[config.mk]
export PLATFORM = sky130hd
export DESIGN_NAME = life_array_param
export DESIGN_NICKNAME = d
export VERILOG_FILES = /design/src/rtl/life_array_param.sv
export SDC_FILE = /design/constraint.sdc
export NUM_CORES = 1
export LEC_CHECK = 0
export ABC_AREA = 1
export BUFFER_PORTS_ARGS = -buffer_cell sky130_fd_sc_hd__buf_2
export CAP_MARGIN = 20
export CORE_MARGIN = 2
export CORE_UTILIZATION = 29
export CTS_CLUSTER_DIAMETER = 60
export DETAILED_ROUTE_END_ITERATION = 8
export PLACE_DENSITY = 0.5
export SYNTH_ARGS = -nofsm -noshare
export SYNTH_HDL_FRONTEND = slang
export SYNTH_SLANG_ARGS = --single-unit
[constraint.sdc]
create_clock -name clk -period 5.1 [get_ports clk]
set_input_delay 0.255 -clock clk [delete_from_list [all_inputs] [get_ports clk]]
set_output_delay 0.255 -clock clk [all_outputs]
set_load 0.1 [all_outputs]
[src/rtl/life_array_param.sv]
// rtl/life_array_param.sv - parametrised Conway life array (B3/S23) with row access and multi-generation run engine
module life_array_param #(
   parameter int ROWS = 8,
   parameter int COLS = 8,
   parameter int WRAP = 0,
   parameter int RW   = $clog2(ROWS)
) (
   input  logic            clk,
   input  logic            reset,
   input  logic            write_enb,
   input  logic [RW-1:0]   wr_row,
   input  logic [COLS-1:0] wr_data,
   input  logic [RW-1:0]   rd_row,
   output logic [COLS-1:0] rd_data,
   input  logic [COLS-1:0] n,
   input  logic [COLS-1:0] s,
   input  logic [ROWS-1:0] w,
   input  logic [ROWS-1:0] e,
   input  logic            nw,
   input  logic            ne,
   input  logic            sw,
   input  logic            se,
   input  logic            step,
   input  logic            run_start,
   input  logic [15:0]     run_count,
   output logic            busy,
   output logic            done,
   output logic [15:0]     gen_count,
   output logic            stable,
   output logic            extinct
);

   typedef enum logic {IDLE, RUN} state_t;

   state_t          state, state_nxt;
   logic [COLS-1:0] grid_q [ROWS];
   logic [COLS-1:0] nxt    [ROWS];
   // Grid padded by one ring: bit 0 is column -1, bit COLS+1 is column COLS.
   logic [COLS+1:0] ext    [ROWS+2];
   logic [15:0]     remaining;
   logic            changed, alive;
   logic            do_write, do_gen, do_load, done_nxt;

   generate
      if (WRAP != 0) begin : g_wrap
         logic unused_edges;
         assign unused_edges = ^{n, s, w, e, nw, ne, sw, se};

         always_comb begin
            ext[0]      = {grid_q[ROWS-1][0], grid_q[ROWS-1], grid_q[ROWS-1][COLS-1]};
            ext[ROWS+1] = {grid_q[0][0], grid_q[0], grid_q[0][COLS-1]};
            for (int r = 0; r < ROWS; r++)
               ext[r+1] = {grid_q[r][0], grid_q[r], grid_q[r][COLS-1]};
         end
      end else begin : g_edge
         always_comb begin
            ext[0]      = {ne, n, nw};
            ext[ROWS+1] = {se, s, sw};
            for (int r = 0; r < ROWS; r++)
               ext[r+1] = {e[r], grid_q[r], w[r]};
         end
      end
   endgenerate

   always_comb begin
      logic [3:0] cnt;
      cnt = '0;
      for (int r = 0; r < ROWS; r++) begin
         nxt[r] = '0;
         for (int c = 0; c < COLS; c++) begin
            cnt = 4'(ext[r][c])   + 4'(ext[r][c+1])   + 4'(ext[r][c+2])
                + 4'(ext[r+1][c])                     + 4'(ext[r+1][c+2])
                + 4'(ext[r+2][c]) + 4'(ext[r+2][c+1]) + 4'(ext[r+2][c+2]);
            nxt[r][c] = (cnt == 4'd3) || (ext[r+1][c+1] && (cnt == 4'd2));
         end
      end
   end

   always_comb begin
      changed = 1'b0;
      alive   = 1'b0;
      for (int r = 0; r < ROWS; r++) begin
         changed = changed | (|(nxt[r] ^ grid_q[r]));
         alive   = alive | (|grid_q[r]);
      end
   end

   assign extinct = ~alive;
   assign rd_data = (int'(rd_row) < ROWS) ? grid_q[rd_row] : '0;
   assign busy    = (state == RUN);

   always_ff @(posedge clk) begin
      if (reset) state <= IDLE;
      else       state <= state_nxt;
   end

   // Command arbitration: write beats run_start beats step; all ignored mid-run.
   always_comb begin
      state_nxt = state;
      do_write  = 1'b0;
      do_gen    = 1'b0;
      do_load   = 1'b0;
      done_nxt  = 1'b0;
      case (state)
         IDLE: begin
            if (write_enb) begin
               do_write = 1'b1;
            end else if (run_start) begin
               if (run_count == 16'd0) begin
                  done_nxt = 1'b1;
               end else begin
                  do_load   = 1'b1;
                  state_nxt = RUN;
               end
            end else if (step) begin
               do_gen = 1'b1;
            end
         end
         RUN: begin
            do_gen = 1'b1;
            if ((remaining == 16'd1) || !changed) begin
               state_nxt = IDLE;
               done_nxt  = 1'b1;
            end
         end
      endcase
   end

   always_ff @(posedge clk) begin
      if (reset) begin
         remaining <= '0;
         done      <= 1'b0;
         gen_count <= '0;
         stable    <= 1'b0;
         for (int r = 0; r < ROWS; r++) grid_q[r] <= '0;
      end else begin
         done <= done_nxt;
         if (do_write) begin
            if (int'(wr_row) < ROWS) grid_q[wr_row] <= wr_data;
            gen_count <= '0;
            stable    <= 1'b0;
         end
         if (do_load) remaining <= run_count;
         if (do_gen) begin
            for (int r = 0; r < ROWS; r++) grid_q[r] <= nxt[r];
            gen_count <= gen_count + 16'd1;
            stable    <= ~changed;
            if (state == RUN) remaining <= remaining - 16'd1;
         end
      end
   end

endmodule

### After elaboration in Yosys (flattened, before gate mapping)

Memories as Yosys holds them, arrays and structs flattened.
Cells that the tools add are included.

| storage, ports and cells | value |
|---|---|
| register bits | 35 |
| latch bits | 0 |
| memory bits (writable) | 64 |
| bits in read-only memories | 0 |
| input bits | 71 |
| output and inout port bits | 28 |
| word-level logic and storage cells | 810 |
| memories | 1 |

Memory list:

| name | depth | bits a word | rd ports | clocked after Yosys merged registers in | wr ports | line | RTL |
|---|---|---|---|---|---|---|---|
| grid_q | 8 | 8 | 9 | 0 | 8 | 36 | `logic [COLS-1:0] grid_q [ROWS];` |

| cells by class | value |
|---|---|
| add/subtract/negate cells | 450 |
| multiply operators | 0 |
| div/mod/pow operators | 0 |
| magnitude comparators | 0 |
| eq/ne operators | 129 |
| shift operators | 0 |
| muxes and demuxes | 43 |
| bitwise operators | 33 |
| reductions and logical operators | 149 |

Operator list:

| cell | count |
|---|---|
| $add A4 B1 Y4 | 256 |
| $eq A4 B2 Y1 const B | 128 |
| $add A3 B1 Y4 | 64 |
| $add A2 B1 Y3 | 64 |
| $reduce_or A8 Y1 | 17 |
| $add A1 B1 Y2 | 64 |
| $mux W16 | 5 |
| $mux W8 | 9 |
| $logic_or A1 B1 Y1 | 65 |
| $logic_and A1 B1 Y1 | 64 |
| $xor A8 B8 Y8 | 8 |
| $mux W1 | 25 |
| $or A1 B1 Y1 | 22 |
| $add A16 B1 Y16 const B | 1 |
| $eq A16 B1 Y1 const B | 1 |
| $logic_not A16 Y1 | 1 |
| $sub A16 B1 Y16 const B | 1 |
| $pmux W1 S2 | 3 |
| $mux W3 | 1 |
| $not A1 Y1 | 3 |
| $reduce_bool A2 Y1 | 1 |
| $logic_not A1 Y1 | 1 |

### Longest topological paths before layout

Gate-level depths: netlist of the first run.

| logic depth | value |
|---|---|
| depth in word-level cells | 23 |
| gate-level depth with buffers | 22 |
| mapped depth without buffers | 22 |

### Least setup slack after synthesis of the first run

Ideal clock, no wire load.

| timing path | value |
|---|---|
| path type | register to register |
| start point | memory grid_q[1][3] |
| end point | register state (netlist: busy) |
| library setup time | 0.132 ns |
| arrival | 3.739 ns |
| data required time | 4.968 ns |
| path slack | 1.229 ns |
| cell stages (with the launch flop) | 21 |
| path buffers | 0 |
| clock period less this slack | 3.871 ns |
| cell sequence | edfxtp_1 -> inv_1 -> fa_1 -> fa_1 -> fa_1 -> inv_1 -> ha_1 -> fa_1 -> o21ai_0 -> nor2_1 -> nand2_1 -> nand2_1 -> nand2_1 -> nor2_1 -> nand2_1 -> nor2_1 -> nand2_1 -> nor2_1 -> nand2_1 -> nand2_1 -> a21oi_1 |

RTL lines:

| element | line | RTL |
|---|---|---|
| from (decl) | 36 |  |
| to (signal assigned) | 94 | `else state <= state_nxt;` |
| to (decl) | 35 | `state_t state, state_nxt;` |

==> metrics.csv, run 1 <==
stage,metric,value,unit
cts,clk slew on worst S/H paths,0.08,ns
yosys,dominant cells by area after synthesis,"fa_1, ha_1, nand2_1",
cells_and_area,area grow syn2layout,10.2,%
cts,CTS Buffer Depth,2,
setup_path,cells along the critical path,"inv_1, fa_1, fa_1, fa_1, inv_1, ha_1, fa_1, o21ai_0, nor2_1, nand2_1, nand2_1, nand2_1, nor2_1, nand2_1, nor2_1, nand2_1, nor2_1, nand2_1, nand2_1, a21oi_1",
worst_hold_path,HP Class,in2reg,
cts,CTS buffer count,9,
die,Die Area,62800,um^2
setup_path,CP Capture Type,flop,
routing,metal1 wirelength,22600,um
yosys,mean area per synthesized cell,7.79,um^2
place,Final HPWL DP,40800,um
yosys,leading area contributor after synthesis,fa_1,
cells_and_area,post-layout util,32.2,%
cts,Setup Buffers After CTS,0,
timing,skew final,0.0175,ns
routing,met3 routed WL,2570,um
global_routing,first-pass GRT wire length,81500,um
yosys,sequential share of the synthesized area,14.9,%
timing,crit path time final,4.59,ns
routing,drt first-iter violations,743,
setup_path,startpoint class of the critical path,flop,
die,Initial Util,29.3,%
cts,Clock Latency Late Sink,0.39,ns
die,Die Y,251,um
cts,post_cts resized,0,
global_routing,largest net degree at the start of global routing,42,
place,GP Congestion,0.836,
timing,Pins Over Slew Limit,0,
die,Core Region,60200,um^2
routing,DRT Pass-1 Iters,5,
routing,DR WL met2,23000,um
yosys,distinct cell type count after synthesis,45,
timing,TNS Setup,0,ns
job,MaxCap Viol Count,0,
timing,measured slew at the worst slew-check pin,1.07,ns
yosys,Synth Net Count,2804,
yosys,synthesized instance count,2264,
setup_path,most used cell along the critical path,nand2_1,
die,num rows,90,
cts,hold_buf cts,0,
die,Die W,251,um
timing,Max-slew headroom,28.9,%
timing,period utilisation layout,90.0,%
routing,DR vias/cell,4.71,
timing,"Hold Vio Cnt, Final",0,
cells_and_area,fin nets,2904,
yosys,#FFs+latches synth,99,
cts,H-Tree Depth,3,
global_routing,initial antenna violation count,5,
place,post-place setup slack,0.536,ns
yosys,Yosys warning count,0,
die,Ports,99,
routing,post-route ant nets,0,
place,IO Port Bufs,98,
global_routing,GRT Total Usage,16.4,%
cts,clk sinks,99,
cts,CTS Root Cell,clkbuf_16,
setup_path,largest stage delay on the critical path,0.50,ns
timing,worst setup margin,0.512,ns
yosys,Post-Syn Area,17600,um^2
setup_path,Bufs and invs on worst path,2,
routing,Highest Signal Layer,met5,
setup_path,CP required,5.35,ns
routing,via count,14900,
setup_path,WP data arrival,4.84,ns
timing,# setup viols final,0,
routing,drc violations,0,
global_routing,number of global-route vias before repair,15300,
yosys,Yosys top cell area share,29.1,%
setup_path,Max Fanout on Critical Path,8,
timing,Max Freq,218,MHz
run_status,run status,"finished, final reports clean",
cts,CTS tree,yes,
setup_path,slowest CP cell,edfxtp_1,
global_routing,grt ovf,0,
routing,post-DR wirelength/cell,15.7,um
timing,unrepaired setup endpoints after global routing,false,
cells_and_area,share of layout cells above drive strength 1,6.42,%
setup_path,Top Family by Delay on Critical Path,adder cells,
setup_path,critical path class,reg2reg,
routing,"wirelength, routed",49500,um
[sequential cells by signal, summed over array words and instances, names as in the netlist]
register,count
stable,1
gen_count,16
remaining,16
busy,1
grid_q,64
done,1
[cells by family after synthesis]
kind of cell | after synthesis | synth area share [%]
buffers and inverters | 518 | 11.1
XOR/XNOR | 2 | 0.0994
AO/OA/AOI/OAI | 267 | 8.72
adder cells (fa/ha/maj) | 469 | 44.2
AND/OR/NAND/NOR | 909 | 21.0
flip-flops | 99 | 14.9
[synth_stat cells (all sizes together)]
library cell / n
or4: 1
nor3: 6
xnor2: 1
nor2: 268
ha: 213
clkbuf: 17
dfxtp: 35
o31ai: 1
nand3b: 5
a221oi: 12
o21ai: 115
o32ai: 2
o211ai: 2
nand2: 517
a311oi: 1
a31oi: 16
a211o: 1
a21oi: 45
fa: 256
o21a: 1
edfxtp: 64
xor2: 1
o21bai: 2
buf: 9
nand4: 15
o22ai: 64
a211oi: 4
inv: 490
nor4: 7
nand3: 90
clkinv: 2
a32o: 1
[per-stage QoR]
step / hold slack [ns] / cells / area [um^2]
after floorplan: 0.404 / 2264 / 17600
after global placement: 0.492 / 3135 / 19100
after detailed placement: 0.496 / 3135 / 19100
after CTS: 0.113 / 3151 / 19400
after global routing: 0.145 / 3151 / 19400
final: 0.127 / 3154 / 19400
[metal layers]
metal	global-route usage (%)	vias to the layer above
li1	-	7310
met1	21.7	7098
met2	27.6	362
met3	2.88	88
met4	4.55	10
met5	0	-
[path summary, 6_finish.rpt]
kind	startpoint	end	slack (ns)	cells after the start
min	run_count[4]	remaining[4]	0.13	3
min reg2reg	remaining[14]	remaining[14]	0.51	2
max	grid_q[3][5]	busy	0.51	20
max reg2reg	grid_q[3][5]	busy	0.51	20
[final cells by class]
type	count	area (um^2)
clock buffers	9	225
multi-input cells	1647	13100
fillers	6407	40800
clock inverters	7	76.3
flip-flops and latches	99	2620
well taps	782	978
diodes	3	7.51
repair buffers	115	618
inverters	492	1850
[worst min-delay path, cell delays in order]
cell     delay, ns
buf_2         0.10
nand2_1       0.06
a31oi_1       0.06
[layout by cell type, fill, tap and decap left out, types with 2 or more instances in the layout]
master / instances
nand3_1: 87
nor2_2: 3
o211ai_1: 2
nand4_1: 14
o21ai_1: 4
o21ai_0: 110
nor2_4: 2
inv_2: 5
o32ai_1: 2
diode_2: 3
nor2_1: 263
nor3_4: 2
a211oi_1: 4
o21bai_1: 2
a221oi_1: 12
nor3_2: 2
edfxtp_1: 64
buf_4: 17
nor4_1: 6
inv_1: 485
buf_2: 98
nand3_2: 2
nor3_1: 2
o22ai_1: 64
nand2_1: 517
dfxtp_1: 35
nand3b_1: 5
ha_1: 213
fa_1: 256
a31oi_1: 15
a21oi_1: 45
clkinv_4: 2
clkinv_2: 2
clkbuf_16: 9
clkinv_1: 2
Power of run 1 is not shown: default switching activity piles up to over one toggle a cycle in this logic, so the estimate is an artifact.
==> run 2, diff against run 1 <==
--- a/config.mk
+++ b/config.mk
@@ -12,7 +12,7 @@
 export CORE_UTILIZATION = 29
 export CTS_CLUSTER_DIAMETER = 60
 export DETAILED_ROUTE_END_ITERATION = 8
-export PLACE_DENSITY = 0.5
+export PLACE_DENSITY = 0.56
 export SYNTH_ARGS = -nofsm -noshare
 export SYNTH_HDL_FRONTEND = slang
 export SYNTH_SLANG_ARGS = --single-unit
==> run 2 against run 1 <==
Via count down 2.9%. Routed wire length down 6.8%. Maximum frequency up 2.0%. Clock skew down 0.0016 ns. Sequential share of layout area about the same. Non-clock buffer count down 2. Utilization about the same. Die area unchanged. Final cell count down 0.13%. Critical path type unchanged. Largest cell class unchanged. Highest routed layer unchanged.
==> metrics.csv, run 2 (synthesis results as in run 1) <==
stage,metric,value,unit,change
place,IO Port Bufs,98,,unchanged
cells_and_area,biggest registers after layout,"grid_q (64), gen_count (16), remaining (16)",,
setup_path,CP required,5.37,ns,+0.02 ns
cells_and_area,max reg flops,64,,unchanged
global_routing,number of global-route vias before repair,14100,,-8.1%
setup_path,cells along the critical path,"inv_1, fa_1, fa_1, fa_1, inv_1, ha_1, fa_1, o21ai_0, nor2_1, nand2_1, nand2_1, nand2_1, nor2_1, nand2_1, nor2_1, nand2_1, nor2_1, nand2_1, nand2_1, a21oi_1",,
global_routing,largest net degree at the start of global routing,42,,unchanged
cells_and_area,Fillers,6414,,+0.11%
cells_and_area,most frequent cells in the layout,"nand2_1, inv_1, nor2_1",,
cts,clk sinks,99,,unchanged
routing,"wirelength, routed",46200,um,-6.8%
setup_path,r2r worst-path depth,20,,unchanged
cells_and_area,sequential cell area,2620,um^2,unchanged
cts,hold_buf cts,0,,unchanged
setup_path,critical path class,reg2reg,,
worst_hold_path,Min-Delay Endpoint,remaining[8],,
cells_and_area,share of layout cells above drive strength 1,6.34,%,-0.079 points
setup_path,worst flop-to-flop path startpoint,grid_q[2][1],,
worst_hold_path,hold path depth,3,,unchanged
timing,"Hold Vio Cnt, Final",0,,unchanged
worst_hold_path,worst hold start,run_count[8],,
cells_and_area,Reg with most FFs,grid_q,,
cts,H-Tree Depth,3,,unchanged
setup_path,CP Capture Type,flop,,
die,Die W,251,um,unchanged
timing,skew final,0.0159,ns,-0.00159 ns
timing,# setup viols final,0,,unchanged
timing,period utilisation layout,88.2,%,-1.8 points
setup_path,FF-to-FF End,busy,,
routing,drc violations,0,,unchanged
cells_and_area,"most common cell after layout, fill and taps aside",nand2_1,,
cts,CTS Root Cell,clkbuf_16,,
cells_and_area,fin nets,2902,,-0.069%
place,dpl cell area,19100,um^2,about the same
cts,CTS Buffer Depth,2,,unchanged
cts,CTS buffer count,9,,unchanged
place,GP Congestion,0.841,,+0.59%
routing,DRT Pass-1 Iters,5,,unchanged
die,Initial Util,29.3,%,unchanged
timing,Max Freq,222,MHz,+2.0%
die,num rows,90,,unchanged
die,Core Region,60200,um^2,unchanged
die,Die Y,251,um,unchanged
timing,unrepaired setup endpoints after global routing,false,,
setup_path,Top Family by Delay on Critical Path,adder cells,,
routing,DR vias/cell,4.58,,-2.8%
cts,Clock Latency Late Sink,0.39,ns,about the same
setup_path,largest stage delay on the critical path,0.53,ns,+0.03 ns
global_routing,initial antenna violation count,7,,+2
timing,measured slew at the worst slew-check pin,0.965,ns,-0.101 ns
cts,Setup Buffers After CTS,0,,unchanged
die,Die Area,62800,um^2,unchanged
setup_path,WP data arrival,4.76,ns,-0.08 ns
routing,post-route ant nets,0,,unchanged
setup_path,slowest CP cell,fa_1,,
routing,drt first-iter violations,816,,+9.8%
setup_path,most used cell along the critical path,nand2_1,,
timing,Pins Over Slew Limit,0,,unchanged
timing,TNS Setup,0,ns,unchanged
cts,CTS tree,yes,,
timing,Max-slew headroom,35.6,%,+6.7 points
job,MaxCap Viol Count,0,,unchanged
setup_path,Bufs and invs on worst path,2,,unchanged
global_routing,GRT Total Usage,15.3,%,-1.1 points
routing,via count,14400,,-2.9%
timing,crit path time final,4.50,ns,-0.0898 ns
die,Ports,99,,unchanged
setup_path,Max Fanout on Critical Path,11,,+3
cts,post_cts resized,0,,unchanged
setup_path,startpoint class of the critical path,flop,,
setup_path,Reg2Reg Setup Slack,0.60,ns,+0.09 ns
cells_and_area,post-route cell area,19400,um^2,about the same
worst_hold_path,HP Class,in2reg,,
cts,clk slew on worst S/H paths,0.09,ns,about the same
run_status,run status,"finished, final reports clean",,
cells_and_area,area used by multi-input combinational logic,13100,um^2,unchanged
global_routing,grt ovf,0,,unchanged
global_routing,first-pass GRT wire length,76100,um,-6.5%
place,Final HPWL DP,38300,um,-6.0%
routing,post-DR wirelength/cell,14.7,um,-6.7%
cells_and_area,area grow syn2layout,10.2,%,about the same
-- run 2: changes by cell type in the layout (fill, tap and decap cells not counted), moves of 2 or more --
| cell | change |
|---|---|
| clkinv_2 | -2 |
| clkinv_4 | -2 |
| buf_4 | -2 |
| diode_2 | -2 |
| inv_6 | +2 |
| clkinv_8 | +2 |
-- run 2: through the flow --
stage,utilization (%),worst slack [ns],cells,hold WS (ns)
3_5_place_dp,31.7,0.616,3133,0.481
6_report,32.2,0.602,3150,0.131
3_3_place_gp,31.7,0.658,3133,0.491
5_1_grt,32.2,0.256,3150,0.137
2_1_floorplan,-,1.23,2264,0.404
4_1_cts,32.2,0.587,3149,0.121
-- run 2: cell type report --
class,count,share of cell area (%)
antenna,1,0.0129
timing repair buffer,113,3.11
inverter,492,9.51
multi-input combinational,1647,67.2
clock inverter,7,0.457
sequential,99,13.5
clock buffer,9,1.16
tap,782,5.04
-- run 2: worst reg2reg max path: cells and delay by family, from the launching register on --
kind / cells / cell delay, ns
flops: 1 / 0.40
compound gates: 2 / 0.13
fa+ha+maj: 5 / 2.18
buf+inv: 2 / 0.51
simple gates: 11 / 1.16
-- run 2: how the worst max path moves through the flow --
stage	startpoint	end	slack (ns)	cells after the start
after floorplan	grid_q[1][3]	busy	1.23	20
after global placement	grid_q[1][1]	busy	0.66	20
after detailed placement	grid_q[3][2]	busy	0.62	20
after CTS	grid_q[2][1]	busy	0.59	20
after global routing	grid_q[1][1]	busy	0.26	20
final	grid_q[2][1]	busy	0.60	20
-- run 2: metal layers --
| layer | share of wire, % | up-vias | GRT usage, % |
|---|---|---|---|
| met3 | 4.3 | 27 | 2.05 |
| met1 | 48 | 6840 | 21.2 |
| met2 | 47 | 251 | 26.0 |
| met5 | 0.16 | - | 0 |
| li1 | - | 7301 | - |
| met4 | 0.67 | 12 | 1.95 |
Power of run 2 is left out for the same reason.
==> run 3, diff against run 2 <==
--- a/config.mk
+++ b/config.mk
@@ -12,7 +12,6 @@
 export CORE_UTILIZATION = 29
 export CTS_CLUSTER_DIAMETER = 60
 export DETAILED_ROUTE_END_ITERATION = 8
-export PLACE_DENSITY = 0.56
 export SYNTH_ARGS = -nofsm -noshare
 export SYNTH_HDL_FRONTEND = slang
 export SYNTH_SLANG_ARGS = --single-unit
==> run 3 against run 2 <==
Sequential share of layout area about the same. Register-to-register slack about the same. Final area down 0.23%. Non-clock buffer count unchanged. Global-route usage down 0.054 points. First-iteration DRC count up 7.7%. Critical path depth unchanged. Die area unchanged. Highest routed layer unchanged.
==> metrics.csv, run 3 (synthesis results as in run 1) <==
stage,metric,value,unit,change
timing,unrepaired setup endpoints after global routing,false,,
global_routing,grt ovf,0,,unchanged
cts,post_cts resized,0,,unchanged
setup_path,Max Fanout on Critical Path,9,,-2
setup_path,CP Capture Type,flop,,
cells_and_area,fin nets,2902,,unchanged
cts,hold_buf cts,0,,unchanged
die,Die Area,62800,um^2,unchanged
cts,H-Tree Depth,3,,unchanged
routing,"wirelength, routed",45700,um,-0.91%
cells_and_area,"most common cell after layout, fill and taps aside",nand2_1,,
timing,crit path time final,4.49,ns,-0.00417 ns
global_routing,initial antenna violation count,8,,+1
routing,post-route ant nets,0,,unchanged
global_routing,largest net degree at the start of global routing,42,,unchanged
cells_and_area,max reg flops,64,,unchanged
cts,CTS tree,yes,,
global_routing,GRT Total Usage,15.2,%,-0.054 points
place,dpl cell area,19100,um^2,unchanged
routing,drt first-iter violations,879,,+7.7%
routing,DRT Pass-1 Iters,5,,unchanged
cts,Setup Buffers After CTS,0,,unchanged
routing,via count,14600,,+1.2%
die,Die W,251,um,unchanged
cells_and_area,Reg with most FFs,grid_q,,
cts,Clock Latency Late Sink,0.38,ns,about the same
routing,DR vias/cell,4.64,,+1.2%
worst_hold_path,HP Class,in2reg,,
place,GP Congestion,0.853,,+1.4%
cts,CTS buffer count,9,,unchanged
global_routing,first-pass GRT wire length,76600,um,+0.67%
setup_path,critical path class,reg2reg,,
job,MaxCap Viol Count,0,,unchanged
timing,measured slew at the worst slew-check pin,0.966,ns,+0.00128 ns
setup_path,WP data arrival,4.75,ns,about the same
cts,clk slew on worst S/H paths,0.08,ns,about the same
timing,"Hold Vio Cnt, Final",0,,unchanged
die,Die Y,251,um,unchanged
cts,CTS Buffer Depth,2,,unchanged
die,Core Region,60200,um^2,unchanged
timing,TNS Setup,0,ns,unchanged
timing,Pins Over Slew Limit,0,,unchanged
timing,Max Freq,223,MHz,about the same
run_status,run status,"finished, final reports clean",,
place,IO Port Bufs,98,,unchanged
routing,post-DR wirelength/cell,14.5,um,-0.91%
cells_and_area,biggest registers after layout,"grid_q (64), gen_count (16), remaining (16)",,
cells_and_area,area grow syn2layout,9.92,%,
die,Initial Util,29.3,%,unchanged
cells_and_area,most frequent cells in the layout,"nand2_1, inv_1, nor2_1",,
cells_and_area,post-route cell area,19400,um^2,-0.23%
setup_path,CP required,5.36,ns,about the same
die,num rows,90,,unchanged
cts,CTS Root Cell,clkbuf_16,,
timing,period utilisation layout,88.1,%,about the same
global_routing,number of global-route vias before repair,14700,,+3.9%
timing,# setup viols final,0,,unchanged
routing,drc violations,0,,unchanged
setup_path,startpoint class of the critical path,flop,,
cells_and_area,share of layout cells above drive strength 1,6.25,%,-0.084 points
cells_and_area,post-layout util,32.2,%,-0.073 points
cts,clk sinks,99,,unchanged
die,Ports,99,,unchanged
timing,Max-slew headroom,35.5,%,-0.068 points
timing,skew final,0.0109,ns,-0.00498 ns
place,Final HPWL DP,38100,um,-0.68%
==> run 3: changes by cell type in the layout (fill, tap and decap cells not counted) <==
| cell | change |
|---|---|
| clkinv_2 | +3 |
| clkinv_8 | -2 |
| inv_8 | -2 |
| clkbuf_1 | +1 |
| clkbuf_8 | +1 |
| clkinv_1 | +1 |
| inv_12 | -1 |
| inv_6 | -1 |
==> run 3: metal layers <==
layer  track usage, %  routed length (um)  share of wire [%]
met5                0                  91               0.20
met4             2.93                 648                1.4
met3             2.71                2370                5.2
met2             25.2               20700                 45
met1             20.9               21900                 48
==> run 3: path summary, 6_finish.rpt <==
path / from / to / slack, ns / cells past startpoint
min reg2reg: stable / stable / 0.50 / 2
min: run_count[4] / remaining[4] / 0.14 / 3
max: grid_q[3][6] / busy / 0.61 / 20
max reg2reg: grid_q[3][6] / busy / 0.61 / 20
==> run 3: final cells by class <==
cell class,count,area (um^2)
Antenna cell,1,2.50
Clock buffer,11,243
Tap cell,782,978
Fill cell,6365,40900
Clock inverter,5,27.5
Timing Repair Buffer,113,603
Inverter,492,1850
Sequential cell,99,2620
Multi-Input combinational cell,1647,13100
==> run 3: through the flow <==
stage | hold slack (ns) | std cells | setup slack, ns
after floorplan | 0.404 | 2264 | 1.23
after global placement | 0.488 | 3133 | 0.670
after detailed placement | 0.482 | 3133 | 0.649
after CTS | 0.126 | 3149 | 0.634
after global routing | 0.136 | 3150 | 0.246
final | 0.140 | 3150 | 0.606
==> run 3: worst max-delay path, stage by stage (launching register included) <==
cell and delay, ns:
edfxtp_1 0.46, inv_1 0.43, fa_1 0.52, fa_1 0.45
fa_1 0.48, inv_1 0.04, ha_1 0.20, fa_1 0.49
o21ai_0 0.08, nor2_1 0.12, nand2_1 0.08, nand2_1 0.06
nand2_1 0.06, nor2_1 0.21, nand2_1 0.08, nor2_1 0.10
nand2_1 0.08, nor2_1 0.09, nand2_1 0.17, nand2_1 0.11
a21oi_1 0.06
Power of run 3 is left out for the same reason.
